**src/rtl/if_fetch_pkg.sv**
```systemverilog
// rtl/if_fetch_pkg.sv - shared constants for the instruction-fetch front end
package if_fetch_pkg;

    localparam int                     MEM_ADDR_W   = 32;
    localparam int                     INST_W       = 32;
    localparam logic [INST_W-1:0]      INST_NOP     = 32'h0000_0013;
    localparam logic [MEM_ADDR_W-1:0]  RESET_PC_DEF = 32'h0000_0000;

    // PC step between sequential fetches (one 32-bit word)
    localparam int                     PC_STEP      = 4;

endpackage

```
**src/rtl/if_fifo.sv**
```systemverilog
// rtl/if_fifo.sv - synchronous FIFO with flush, used for the pc queue and instruction buffer
module if_fifo #(
    parameter int WIDTH = 32,
    parameter int DEPTH = 2
) (
    input  logic                   clk_i,
    input  logic                   rst_i,
    input  logic                   flush_i,
    input  logic                   push_i,
    input  logic [WIDTH-1:0]       wdata_i,
    input  logic                   pop_i,
    output logic [WIDTH-1:0]       rdata_o,
    output logic [$clog2(DEPTH):0] count_o,
    output logic                   full_o,
    output logic                   empty_o
);

    localparam int PW = $clog2(DEPTH);
    localparam int CW = PW + 1;

    logic [WIDTH-1:0] mem_q [DEPTH];
    logic [PW-1:0]    wr_ptr_q, wr_ptr_d;
    logic [PW-1:0]    rd_ptr_q, rd_ptr_d;
    logic [CW-1:0]    cnt_q, cnt_d;
    logic             do_push, do_pop;

    always_comb begin
        full_o   = (cnt_q == CW'(DEPTH));
        empty_o  = (cnt_q == '0);
        do_push  = push_i && !full_o;
        do_pop   = pop_i && !empty_o;
        wr_ptr_d = wr_ptr_q + PW'(do_push);
        rd_ptr_d = rd_ptr_q + PW'(do_pop);
        cnt_d    = cnt_q + CW'(do_push) - CW'(do_pop);
    end

    always_ff @(posedge clk_i) begin
        if (rst_i || flush_i) begin
            wr_ptr_q <= '0;
            rd_ptr_q <= '0;
            cnt_q    <= '0;
        end else begin
            wr_ptr_q <= wr_ptr_d;
            rd_ptr_q <= rd_ptr_d;
            cnt_q    <= cnt_d;
        end
    end

    // Storage needs no reset: entries are only read while count says they are live.
    always_ff @(posedge clk_i) begin
        if (do_push && !flush_i) begin
            mem_q[wr_ptr_q] <= wdata_i;
        end
    end

    assign rdata_o = mem_q[rd_ptr_q];
    assign count_o = cnt_q;

endmodule

```
**src/rtl/if_fetch.sv**
```systemverilog
// rtl/if_fetch.sv - instruction-fetch front end: PC, credit-limited requests, response buffer, redirect
module if_fetch
    import if_fetch_pkg::*;
#(
    parameter int                ADDR_W   = MEM_ADDR_W,
    parameter logic [ADDR_W-1:0] RESET_PC = ADDR_W'(RESET_PC_DEF),
    parameter int                DEPTH    = 2
) (
    input  logic              clk_100MHz,
    input  logic              rst,
    input  logic              hold_i,
    input  logic              jump_ena_i,
    input  logic [ADDR_W-1:0] jump_addr_i,
    output logic              imem_req_o,
    output logic [ADDR_W-1:0] imem_addr_o,
    input  logic              imem_gnt_i,
    input  logic              imem_rvalid_i,
    input  logic [INST_W-1:0] imem_rdata_i,
    output logic              if_valid_o,
    output logic [ADDR_W-1:0] if_pc_o,
    output logic [INST_W-1:0] if_inst_o
);

    localparam int CW = $clog2(DEPTH) + 1;
    localparam int IW = CW + 2;
    localparam int BW = ADDR_W + INST_W;

    logic [ADDR_W-1:0] pc_q, pc_d;
    logic [CW-1:0]     outst_q, outst_d;
    logic [CW-1:0]     disc_q, disc_d;
    logic [IW-1:0]     in_use;
    logic              req, issue, accept, drop, pop;

    logic [ADDR_W-1:0] pcq_head;
    logic [CW-1:0]     pcq_count;
    logic              pcq_full, pcq_empty;
    logic [BW-1:0]     buf_head;
    logic [CW-1:0]     buf_count;
    logic              buf_full, buf_empty, buf_valid;

    assign buf_valid = !buf_empty;

    always_comb begin
        // Credits cover everything not yet consumed, including responses still to be dropped,
        // so an accepted response always finds room in the buffer.
        in_use  = IW'(outst_q) + IW'(disc_q) + IW'(buf_count);
        req     = !rst && !jump_ena_i && (in_use < IW'(DEPTH));
        issue   = req && imem_gnt_i;
        drop    = imem_rvalid_i && (disc_q != '0);
        accept  = imem_rvalid_i && (disc_q == '0) && (outst_q != '0);
        pop     = buf_valid && !hold_i && !jump_ena_i;
        pc_d    = pc_q;
        outst_d = outst_q;
        disc_d  = disc_q;
        if (jump_ena_i) begin
            pc_d    = jump_addr_i & ~ADDR_W'(3);
            outst_d = '0;
            disc_d  = disc_q + outst_q - CW'(drop || accept);
        end else begin
            if (issue) begin
                pc_d = pc_q + ADDR_W'(PC_STEP);
            end
            outst_d = outst_q + CW'(issue) - CW'(accept);
            if (drop) begin
                disc_d = disc_q - CW'(1);
            end
        end
    end

    always_ff @(posedge clk_100MHz) begin
        if (rst) begin
            pc_q    <= RESET_PC;
            outst_q <= '0;
            disc_q  <= '0;
        end else begin
            pc_q    <= pc_d;
            outst_q <= outst_d;
            disc_q  <= disc_d;
        end
    end

    if_fifo #(
        .WIDTH (ADDR_W),
        .DEPTH (DEPTH)
    ) u_pc_queue (
        .clk_i   (clk_100MHz),
        .rst_i   (rst),
        .flush_i (jump_ena_i),
        .push_i  (issue),
        .wdata_i (pc_q),
        .pop_i   (accept),
        .rdata_o (pcq_head),
        .count_o (pcq_count),
        .full_o  (pcq_full),
        .empty_o (pcq_empty)
    );

    if_fifo #(
        .WIDTH (BW),
        .DEPTH (DEPTH)
    ) u_inst_buf (
        .clk_i   (clk_100MHz),
        .rst_i   (rst),
        .flush_i (jump_ena_i),
        .push_i  (accept),
        .wdata_i ({pcq_head, imem_rdata_i}),
        .pop_i   (pop),
        .rdata_o (buf_head),
        .count_o (buf_count),
        .full_o  (buf_full),
        .empty_o (buf_empty)
    );

    assign imem_req_o  = req;
    assign imem_addr_o = pc_q;
    assign if_valid_o  = !rst && buf_valid;
    assign if_pc_o     = if_valid_o ? buf_head[BW-1:INST_W] : '0;
    assign if_inst_o   = if_valid_o ? buf_head[INST_W-1:0] : INST_NOP;

    always @(posedge clk_100MHz) begin
        if (!rst) begin
            assert (outst_q <= CW'(DEPTH));
            assert (disc_q <= CW'(DEPTH));
            assert (pcq_count == outst_q);
            assert (!(issue && pcq_full));
            assert (!(accept && pcq_empty));
            assert (!(accept && !jump_ena_i && buf_full && !pop));
        end
    end

endmodule

```
**config.mk**
```make
export PLATFORM = sky130hd
export DESIGN_NAME = if_fetch
export DESIGN_NICKNAME = d
export VERILOG_FILES = /design/src/rtl/if_fetch_pkg.sv /design/src/rtl/if_fifo.sv /design/src/rtl/if_fetch.sv
export SDC_FILE = /design/constraint.sdc
export NUM_CORES = 1
export LEC_CHECK = 0
export ABC_AREA = 1
export BUFFER_PORTS_ARGS = -buffer_cell sky130_fd_sc_hd__buf_2
export CAP_MARGIN = 10
export CORE_MARGIN = 8
export CORE_UTILIZATION = 60
export CTS_CLUSTER_DIAMETER = 30
export CTS_CLUSTER_SIZE = 24
export DETAILED_ROUTE_END_ITERATION = 6
export PLACE_DENSITY_LB_ADDON = 0.15
export SLEW_MARGIN = 10
export SYNTH_ARGS = -nofsm -noshare
export SYNTH_HDL_FRONTEND = slang
export SYNTH_SLANG_ARGS = --single-unit
```
**constraint.sdc**
```tcl
create_clock -name clk_100MHz -period 20.5 [get_ports clk_100MHz]
set_input_delay 4.1 -clock clk_100MHz [delete_from_list [all_inputs] [get_ports clk_100MHz]]
set_output_delay 4.1 -clock clk_100MHz [all_outputs]
set_load 0.01 [all_outputs]
```
==> summary.txt, run 1 <==
Pwr
  – Leakage: 5.68 nW
  – Cell area power density: around 95 mW/mm2
  – IR Drop Worst-Case VDD: 0.0548 mV

Timing
  – Max frequency: between 100 and 150 MHz
  – WHS: 523 ps
  – Clk_skew: 19.1 ps
  – Final Max Tran Viols: 0
  – Final hold vios: 0
  – Setup TNS: 0 ps
  – Pin slew with the least headroom to its limit: ~1100 ps
  – Setup-failing EPs final: 0
  – Final min period: just under 10000 ps
  – Max-Slew Margin vs Limit: 0.251
  – Final period util: 0.471
  – RSZ-0062 raised after global routing: false

Finish
  – Fin area: 0.0122 mm2
  – FILL cells: 1192
  – Post-Layout Cell Count: around 1500
  – Share of layout cells above drive strength 1: 0.197
  – NumNets Final: 1319
  – N_diodes: 0
  – P&R area growth vs syn: 22.2%

Worst setup path
  – Worst path top cell family by delay: buffers and inverters
  – CP arrival: about 5600 ps
  – Crit-path cells: buf_2 > nor2_4 > buf_4 > nand2_1 > inv_1 > buf_2
  – Worst Path Buf+Inv: 4
  – Worst path slowest cell: buf_4
  – CP Class: in -> out
  – FF-to-FF setup slack: roughly 17000 ps
  – CP Capture Type: output pin
  – Critical path data required time: approximately 16000 ps
  – Crit path launch type: input port
  – Crit path top cell by count: buf_2
  – Max FO, Critical Path: 63
  – Max incr delay on CP: around 520 ps

Yosys
  – Synth Instances: between 1000 and 1500
  – Yosys cell types: 36
  – Yosys top cell by area: edfxtp_1
  – Share of the synthesized area in the top cell type: 0.553
  – Seq cells post-synth: 226
  – Synth async-reset ratio: 0
  – Seq/Total Area, Yosys: 0.638
  – Most common library cells after synthesis: nand2_1 (460), edfxtp_1 (184), inv_1 (126)
  – Number of synthesized flops with an enable pin: between 150 and 200
  – Dominant cells by area after synthesis: edfxtp_1 (55%), nand2_1 (17%), dfxtp_1 (8.4%), inv_1 (4.7%), nand3_1 (1.9%)
  – Most numerous cell in the Yosys netlist: nand2_1
  – Mapped cell area: between 0.009 and 0.01 mm2
  – Synth warn: 0
  – Prevailing post-synth register cell: edfxtp_1
  – Avg Inst Size Synth: 9.37 um2

Placed design
  – IO buf count: roughly 160
  – Final HPWL DP: 13.9 mm
  – Final Wtd Congestion: between 0.8 and 0.9
  – Placed standard-cell area: 0.0110 mm2
  – Placed Cells: ~1400

Routing
  – Pre-Repair DR Iteration Count: 5
  – Via Count: approximately 7400
  – Met2 WL: 10.2 mm
  – Top sig layer: met4
  – WL per Instance: between 10 and 15 um
  – Post-route ant nets: 0
  – Via density: approximately 5
  – Met1 wire length: 9.57 mm
  – 1st-iter DRT viols: about 450
  – Routed wire length: between 20 and 25 mm
  – Residual DRC: 0
  – Met3 routed WL: between 1.5 and 2 mm

Min path
  – Worst hold path type: reg -> reg

Floorplan
  – Die Y: approximately 140 um
  – Area of the core: between 0.015 and 0.02 mm2
  – Die area: about 0.021 mm2
  – Num rows: between 40 and 50
  – Die X: approximately 140 um
  – I/O Pins: 168
  – Starting Density: 0.608

Clock tree
  – Clock Tree Buf Depth: 3
  – Clock sink count: 226
  – Hold_buf cts: 0
  – Setup bufs post-CTS: 0
  – Clock Tree Root: clkbuf_16
  – Inserted Clock Buffers: 38
  – Max H-tree Level: 2
  – CTS tree: yes
  – Worst-path clk slew: around 50 ps
  – Clock Latency Late Sink: between 500 and 600 ps
  – Cts repair resizes: 0

GRT
  – Global-route wire length before repair: between 30 and 40 mm
  – Vias in the first global route: between 7000 and 8000
  – Gr usage total: 0.204
  – Congestion Overflow GR: 0
  – Largest net degree at the start of global routing: between 60 and 70
  – Initial antenna violation count: 0

Status
  – Status: finished clean

Run
  – Max-Cap Viols: 0
==> sequential cells by signal (all words and copies together), names as in the netlist <==
name                 cells
u_pc_queue.count_o       2
u_pc_queue.rd_ptr_q      1
u_inst_buf.mem_q       124
u_inst_buf.count_o       2
imem_addr_o             30
u_inst_buf.rd_ptr_q      1
u_inst_buf.wr_ptr_q      1
u_pc_queue.wr_ptr_q      1
disc_q                   2
outst_q                  2
u_pc_queue.mem_q        60
==> where the power goes <==
part           internal [mW]  leakage [nW]  total, mW  switching (mW)
clock                  0.387         0.603      0.599           0.212
sequential             0.503          2.01      0.513         0.00949
combinational         0.0172          3.07     0.0445          0.0273
total                  0.908          5.68       1.16           0.249
==> cell families after synthesis <==
group | count (synthesis) | synth area share
other cells | 1 | 0.000376
xor+xnor | 15 | 0.0132
fa+ha+maj | 13 | 0.0170
flops | 226 | 0.638
simple gates | 570 | 0.227
buf+inv | 170 | 0.0673
compound gates | 71 | 0.0375
==> worst reg2reg max path, delay by kind of cell (launching register included) <==
family / cells / cell delay, ps
compound gates: 1 / 320
fa+ha+maj: 2 / 800
buf+inv: 4 / 780
flops: 1 / 410
simple gates: 3 / 530
==> path summary, 6_finish.rpt <==
| check | from | cells after the start | endpoint |
|---|---|---|---|
| max | rst | 6 | if_pc_o[21] |
| min | u_pc_queue.mem_q[0][6] | 2 | u_inst_buf.mem_q[1][38] |
| max reg2reg | outst_q[1] | 10 | u_pc_queue.mem_q[1][28] |
| min reg2reg | u_pc_queue.mem_q[0][6] | 2 | u_inst_buf.mem_q[1][38] |
==> layer usage <==
metal  vias up  global-route usage
li1       3746                   -
met1      3353               0.259
met2       287               0.330
met3        32              0.0538
met4         0              0.0736
met5         -                   0
==> stage by stage <==
| step | worst slack [ps] | util | power, mW |
|---|---|---|---|
| 2_1_floorplan | 11100 | - | 0.546 |
| 3_3_place_gp | 10840 | 0.668 | 0.563 |
| 3_5_place_dp | 10820 | 0.668 | 0.565 |
| 4_1_cts | 10820 | 0.743 | 1.16 |
| 5_1_grt | 10700 | 0.743 | 1.19 |
| 6_report | 10850 | 0.743 | 1.16 |
==> cells in the final DEF (no fill, tap or decap), types with 4 or more instances in the layout <==
master       n
nor2_1      48
xor2_1      12
buf_4        7
clkinv_1     4
o21ai_0     27
nand3_1     38
inv_1      126
clkinv_2     8
a31oi_1      8
nand2_1    460
dfxtp_1     41
conb_1       4
buf_2      161
ha_1        12
a21oi_1     33
clkbuf_16   39
clkinv_4     6
edfxtp_1   184
==> final cells by class <==
type	count	area [um2]	share of cell area
Tap cell	220	275	0.0226
Clock inverter	27	249	0.0204
Clock buffer	41	983	0.0806
Timing Repair Buffer	168	858	0.0704
Sequential cell	226	6370	0.522
Multi-Input combinational cell	673	2980	0.244
Inverter	129	484	0.0397
Note: power is estimated with default switching activity, not from simulation.
==> inputs of run 2 (changes only) <==
--- a/config.mk
+++ b/config.mk
@@ -9,7 +9,7 @@
 export BUFFER_PORTS_ARGS = -buffer_cell sky130_fd_sc_hd__buf_2
 export CAP_MARGIN = 10
 export CORE_MARGIN = 8
-export CORE_UTILIZATION = 60
+export CORE_UTILIZATION = 56
 export CTS_CLUSTER_DIAMETER = 30
 export CTS_CLUSTER_SIZE = 24
 export DETAILED_ROUTE_END_ITERATION = 6
==> constraint.sdc (replaced) <==
create_clock -name clk_100MHz -period 8.9 [get_ports clk_100MHz]
set_input_delay 1.78 -clock clk_100MHz [delete_from_list [all_inputs] [get_ports clk_100MHz]]
set_output_delay 1.78 -clock clk_100MHz [all_outputs]
set_load 0.01 [all_outputs]
==> summary.txt, run 2 (synthesis gave the netlist of run 1 again) <==
Floorplan
  – Die X: roughly 150 um
  – Die Y: about 150 um
  – Area of the core: ~0.018 mm2
  – I/O Pins: around 170
  – Starting Density: 0.563
  – Die area: ~0.022 mm2
  – Num rows: 49

Finish
  – Fin area: 0.0122 mm2
  – Share of layout cells above drive strength 1: 0.191
  – P&R area growth vs syn: 21.8%
  – Register with the most flip-flops: u_inst_buf.mem_q
  – NumNets Final: approximately 1300
  – Most frequent cells in the layout: nand2_1 (460), edfxtp_1 (184), buf_2 (161)
  – Commonest non-fill, non-tap cell in the layout: nand2_1
  – N_diodes: 0
  – Max reg flops: 124
  – Final core occ: 0.686

Worst setup path
  – Reg2reg start: outst_q[1]
  – FF-to-FF setup slack: between 5000 and 6000 ps
  – Crit-path cells: buf_2 > nor2_4 > buf_4 > nand2_1 > inv_1 > buf_2
  – Max incr delay on CP: between 500 and 600 ps
  – Critical path data required time: 7120 ps
  – Worst Path Buf+Inv: 4
  – CP arrival: around 3300 ps
  – CP Capture Type: output pin
  – Reg2reg end: u_pc_queue.mem_q[1][25]
  – Worst path slowest cell: buf_4
  – Crit path top cell by count: buf_2
  – Crit path launch type: input port
  – Worst path top cell family by delay: buffers and inverters
  – CP Class: in -> out
  – Worst Reg-to-Reg Cells: 10
  – Max FO, Critical Path: 63

Routing
  – WL per Instance: about 14 um
  – Post-route ant nets: 0
  – Pre-Repair DR Iteration Count: 5
  – Routed wire length: around 21 mm
  – Via density: slightly below 5
  – Residual DRC: 0
  – 1st-iter DRT viols: slightly above 400
  – Via Count: roughly 7300

Placed design
  – Final Wtd Congestion: ~0.88
  – Placed standard-cell area: 0.0110 mm2
  – IO buf count: approximately 160
  – Final HPWL DP: roughly 14 mm

Min path
  – HP Start: u_pc_queue.wr_ptr_q
  – Hold Path End: u_pc_queue.wr_ptr_q
  – Cell count of the worst hold path: 2
  – Worst hold path type: reg -> reg

Timing
  – RSZ-0062 raised after global routing: false
  – Max-Slew Margin vs Limit: 0.362
  – Final Max Tran Viols: 0
  – Final min period: about 5100 ps
  – Final period util: 0.569
  – Pin slew with the least headroom to its limit: between 900 and 1000 ps
  – Clk_skew: about 19 ps
  – Setup TNS: 0 ps
  – Setup-failing EPs final: 0
  – Final hold vios: 0
  – Max frequency: 197 MHz

GRT
  – Global-route wire length before repair: roughly 34 mm
  – Vias in the first global route: around 7100
  – Gr usage total: 0.190
  – Initial antenna violation count: 0
  – Congestion Overflow GR: 0
  – Largest net degree at the start of global routing: 65

Run
  – Max-Cap Viols: 0

Clock tree
  – Clock sink count: 226
  – Hold_buf cts: 0
  – Clock Latency Late Sink: approximately 500 ps
  – CTS tree: yes
  – Worst-path clk slew: about 50 ps
  – Cts repair resizes: 0
  – Clock Tree Root: clkbuf_16
  – Clock Tree Buf Depth: 3
  – Inserted Clock Buffers: 37
  – Setup bufs post-CTS: 0
  – Max H-tree Level: 2

Status
  – Status: finished clean

Pwr
  – Final Power: roughly 2.6 mW
  – Leakage: ~5.7 nW
  – IR Drop Worst-Case VDD: about 0.14 mV
  – Cell area power density: around 210 mW/mm2
-- run 2: cell count changes in the layout (fill, tap and decap cells not counted) --
| cell | before | now |
|---|---|---|
| buf_4 | 7 | 8 |
| bufinv_16 | 3 | 2 |
| clkbuf_1 | 2 | 9 |
| clkbuf_16 | 39 | 38 |
| clkinv_2 | 8 | 4 |
| clkinv_4 | 6 | 3 |
| clkinv_8 | 0 | 1 |
| inv_6 | 2 | 1 |
| inv_8 | 1 | 2 |
-- run 2: per-layer routing --
metal	up-vias	track usage	wire length (um)
met5	-	0	0
li1	3754	-	-
met4	0	0.0586	362
met3	34	0.0390	1410
met1	3264	0.251	9540
met2	211	0.310	9880
-- run 2: power breakdown --
part	switching (mW)	internal (mW)
logic	0.0621	0.0393
clock network	0.466	0.848
registers	0.0213	1.16
-- run 2: worst max path at each step --
stage | from | end | slack (ps) | depth (start not counted)
floorplan | imem_rvalid_i | u_inst_buf.mem_q[1][0] | 1820 | 4
global placement | rst | if_pc_o[30] | 3850 | 6
detailed placement | rst | if_pc_o[30] | 3830 | 6
CTS | rst | if_pc_o[19] | 3830 | 6
global route | rst | if_pc_o[13] | 3720 | 6
finish | rst | if_pc_o[19] | 3830 | 6
-- run 2: worst register-to-register path, delay by kind of cell, from the launching register on --
| family | cells | cell delay [ps] |
|---|---|---|
| flip-flops | 1 | 390 |
| adder cells (fa/ha/maj) | 2 | 800 |
| buffers and inverters | 4 | 740 |
| AO/OA/AOI/OAI | 1 | 300 |
| AND/OR/NAND/NOR | 3 | 530 |
-- run 2: final cells by class --
| class | instances | area, um2 |
|---|---|---|
| Clock buffer | 47 | 985 |
| Clock inverter | 20 | 191 |
| Fill cell | 1412 | 5560 |
| Inverter | 129 | 484 |
| Multi-Input combinational cell | 673 | 2980 |
| Sequential cell | 226 | 6370 |
| Tap cell | 229 | 287 |
| Timing Repair Buffer | 169 | 866 |
-- run 2: stage by stage --
| stage | worst slack, ps | hold WS (ps) | std cells |
|---|---|---|---|
| after floorplan | 1820 | 459 | 1069 |
| after global placement | 3850 | 504 | 1426 |
| after detailed placement | 3830 | 514 | 1426 |
| after CTS | 3830 | 528 | 1493 |
| after global routing | 3720 | 553 | 1493 |
| final | 3830 | 524 | 1493 |
==> inputs of run 3 (changes only) <==
--- a/config.mk
+++ b/config.mk
@@ -9,7 +9,7 @@
 export BUFFER_PORTS_ARGS = -buffer_cell sky130_fd_sc_hd__buf_2
 export CAP_MARGIN = 10
 export CORE_MARGIN = 8
-export CORE_UTILIZATION = 56
+export CORE_UTILIZATION = 51
 export CTS_CLUSTER_DIAMETER = 30
 export CTS_CLUSTER_SIZE = 24
 export DETAILED_ROUTE_END_ITERATION = 6
==> constraint.sdc (replaced) <==
create_clock -name clk_100MHz -period 4.45 [get_ports clk_100MHz]
set_input_delay 0.89 -clock clk_100MHz [delete_from_list [all_inputs] [get_ports clk_100MHz]]
set_output_delay 0.89 -clock clk_100MHz [all_outputs]
set_load 0.01 [all_outputs]
==> summary.txt, run 3 (synthesis gave the netlist of run 1 again) <==
Worst setup path
  – Max FO, Critical Path: 63
  – Crit path top cell by count: buf_2
  – CP Class: in -> out
  – Crit path capture: if_pc_o[14]
  – Crit. path cell count: 6
  – Worst Reg-to-Reg Cells: 9
  – CP Capture Type: output pin
  – Reg2reg end: u_pc_queue.mem_q[0][14]
  – Worst Path Buf+Inv: 4
  – Worst path slowest cell: buf_4
  – Reg2reg start: outst_q[1]
  – Max incr delay on CP: approximately 550 ps
  – FF-to-FF setup slack: around 1300 ps
  – Worst path top cell family by delay: buffers and inverters
  – Setup crit start: rst
  – CP arrival: about 2400 ps
  – Crit path launch type: input port
  – Crit-path cells: buf_2 > nor2_4 > buf_4 > nand2_1 > inv_1 > buf_2
  – Critical path data required time: ~3600 ps

Timing
  – Final hold vios: 0
  – Pin slew with the least headroom to its limit: between 900 and 1000 ps
  – Final min period: 3280 ps
  – Max-Slew Margin vs Limit: 0.342
  – Max frequency: between 300 and 400 MHz
  – Setup-failing EPs final: 0
  – Clk_skew: around 11 ps
  – Final Max Tran Viols: 0
  – Final period util: 0.737
  – Setup TNS: 0 ps
  – RSZ-0062 raised after global routing: false

GRT
  – Vias in the first global route: approximately 7000
  – Largest net degree at the start of global routing: 65
  – Congestion Overflow GR: 0
  – Gr usage total: 0.179
  – Initial antenna violation count: 0
  – Global-route wire length before repair: roughly 35 mm

Routing
  – Via Count: approximately 7300
  – Routed wire length: approximately 22 mm
  – WL per Instance: approximately 14 um
  – Pre-Repair DR Iteration Count: 4
  – Residual DRC: 0
  – 1st-iter DRT viols: between 400 and 500
  – Via density: roughly 4.8
  – Post-route ant nets: 0

Min path
  – Worst hold path type: reg -> reg
  – Cell count of the worst hold path: 2

Pwr
  – Fraction of power consumed by the clock network: 0.540
  – Internal: between 4 and 5 mW
  – Switching pwr: approximately 1.1 mW
  – Leakage: approximately 5.7 nW
  – Sw frac: 0.205
  – Cell area power density: 451 mW/mm2
  – IR Drop Worst-Case VDD: around 0.29 mV
  – Gate power share: 0.037
  – Final Power: 5.59 mW
  – Sequential power share: 0.423

Clock tree
  – Worst-path clk slew: 50 ps
  – Clock Tree Root: clkbuf_16
  – Max H-tree Level: 2
  – Cts repair resizes: 0
  – Clock Tree Buf Depth: 3
  – Inserted Clock Buffers: 41
  – Clock Latency Late Sink: between 500 and 600 ps
  – Setup bufs post-CTS: 0
  – Clock sink count: 226
  – CTS tree: yes
  – Hold_buf cts: 0

Finish
  – Fin area: between 0.01 and 0.015 mm2
  – NumNets Final: approximately 1300
  – Register with the most flip-flops: u_inst_buf.mem_q
  – Share of layout cells above drive strength 1: 0.194
  – P&R area growth vs syn: 24.2%
  – FILL cells: approximately 1600
  – Max reg flops: approximately 120
  – Commonest non-fill, non-tap cell in the layout: nand2_1
  – Most frequent cells in the layout: nand2_1 (460), edfxtp_1 (184), buf_2 (161)
  – N_diodes: 0

Placed design
  – IO buf count: ~160
  – Final Wtd Congestion: ~0.85
  – Final HPWL DP: about 14 mm
  – Placed standard-cell area: around 0.011 mm2

Floorplan
  – Die area: between 0.02 and 0.025 mm2
  – Area of the core: roughly 0.019 mm2
  – Die X: between 150 and 200 um
  – Num rows: a little over 50
  – Die Y: 156 um
  – I/O Pins: approximately 170
  – Starting Density: 0.516

Run
  – Max-Cap Viols: 0

Status
  – Status: finished clean
==> run 3: changes by cell type in the layout (fill, tap and decap cells not counted), sizes merged <==
cell	previous run	this run
inv	132	133
bufinv	2	5
clkbuf	47	49
==> run 3: worst min-delay path: stages (launching register included) <==
cell and delay [ps]:
dfxtp_1 310, inv_1 90, a21oi_1 70
==> run 3: power groups by stage <==
stage | Sequential (mW) | Combinational [mW] | Clock [mW]
floorplan | 2.40 | 0.119 | 0
global placement | 2.40 | 0.198 | 0
detailed placement | 2.40 | 0.205 | 0
CTS | 2.36 | 0.206 | 3.07
global route | 2.37 | 0.234 | 3.17
finish | 2.36 | 0.204 | 3.02
==> run 3: worst min path at each step <==
stage                              endpoint                start
finish                  u_inst_buf.wr_ptr_q  u_inst_buf.wr_ptr_q
global route        u_inst_buf.mem_q[0][28]     imem_rdata_i[28]
CTS                     u_inst_buf.wr_ptr_q  u_inst_buf.wr_ptr_q
detailed placement      u_inst_buf.wr_ptr_q  u_inst_buf.wr_ptr_q
global placement        u_inst_buf.wr_ptr_q  u_inst_buf.wr_ptr_q
floorplan               u_inst_buf.wr_ptr_q  u_inst_buf.wr_ptr_q
==> run 3: final cells by class <==
type,instances,area (um2),share of cell area
clock inverters,24,265,0.0214
repair buffers,169,866,0.0698
flip-flops and latches,226,6370,0.514
well taps,265,332,0.0267
multi-input cells,673,2990,0.241
inverters,129,484,0.0391
clock buffers,49,1100,0.0886
==> run 3: routing by layer <==
layer | GRT usage | vias to the layer above | routed length [um]
li1 | - | 3764 | -
met1 | 0.231 | 3262 | 10000
met2 | 0.288 | 230 | 9790
met3 | 0.0463 | 39 | 1550
met4 | 0.0628 | 0 | 456
met5 | 0 | - | 0
==> run 3: per-stage QoR <==
| stage | utilization | instances | hold slack [ps] | worst slack [ps] |
|---|---|---|---|---|
| floorplan | - | 1069 | 459 | -1740 |
| global placement | 0.571 | 1462 | 500 | 1170 |
| detailed placement | 0.571 | 1462 | 514 | 1150 |
| CTS | 0.641 | 1535 | 523 | 1130 |
| global route | 0.641 | 1535 | 552 | 994 |
| finish | 0.641 | 1535 | 520 | 1170 |
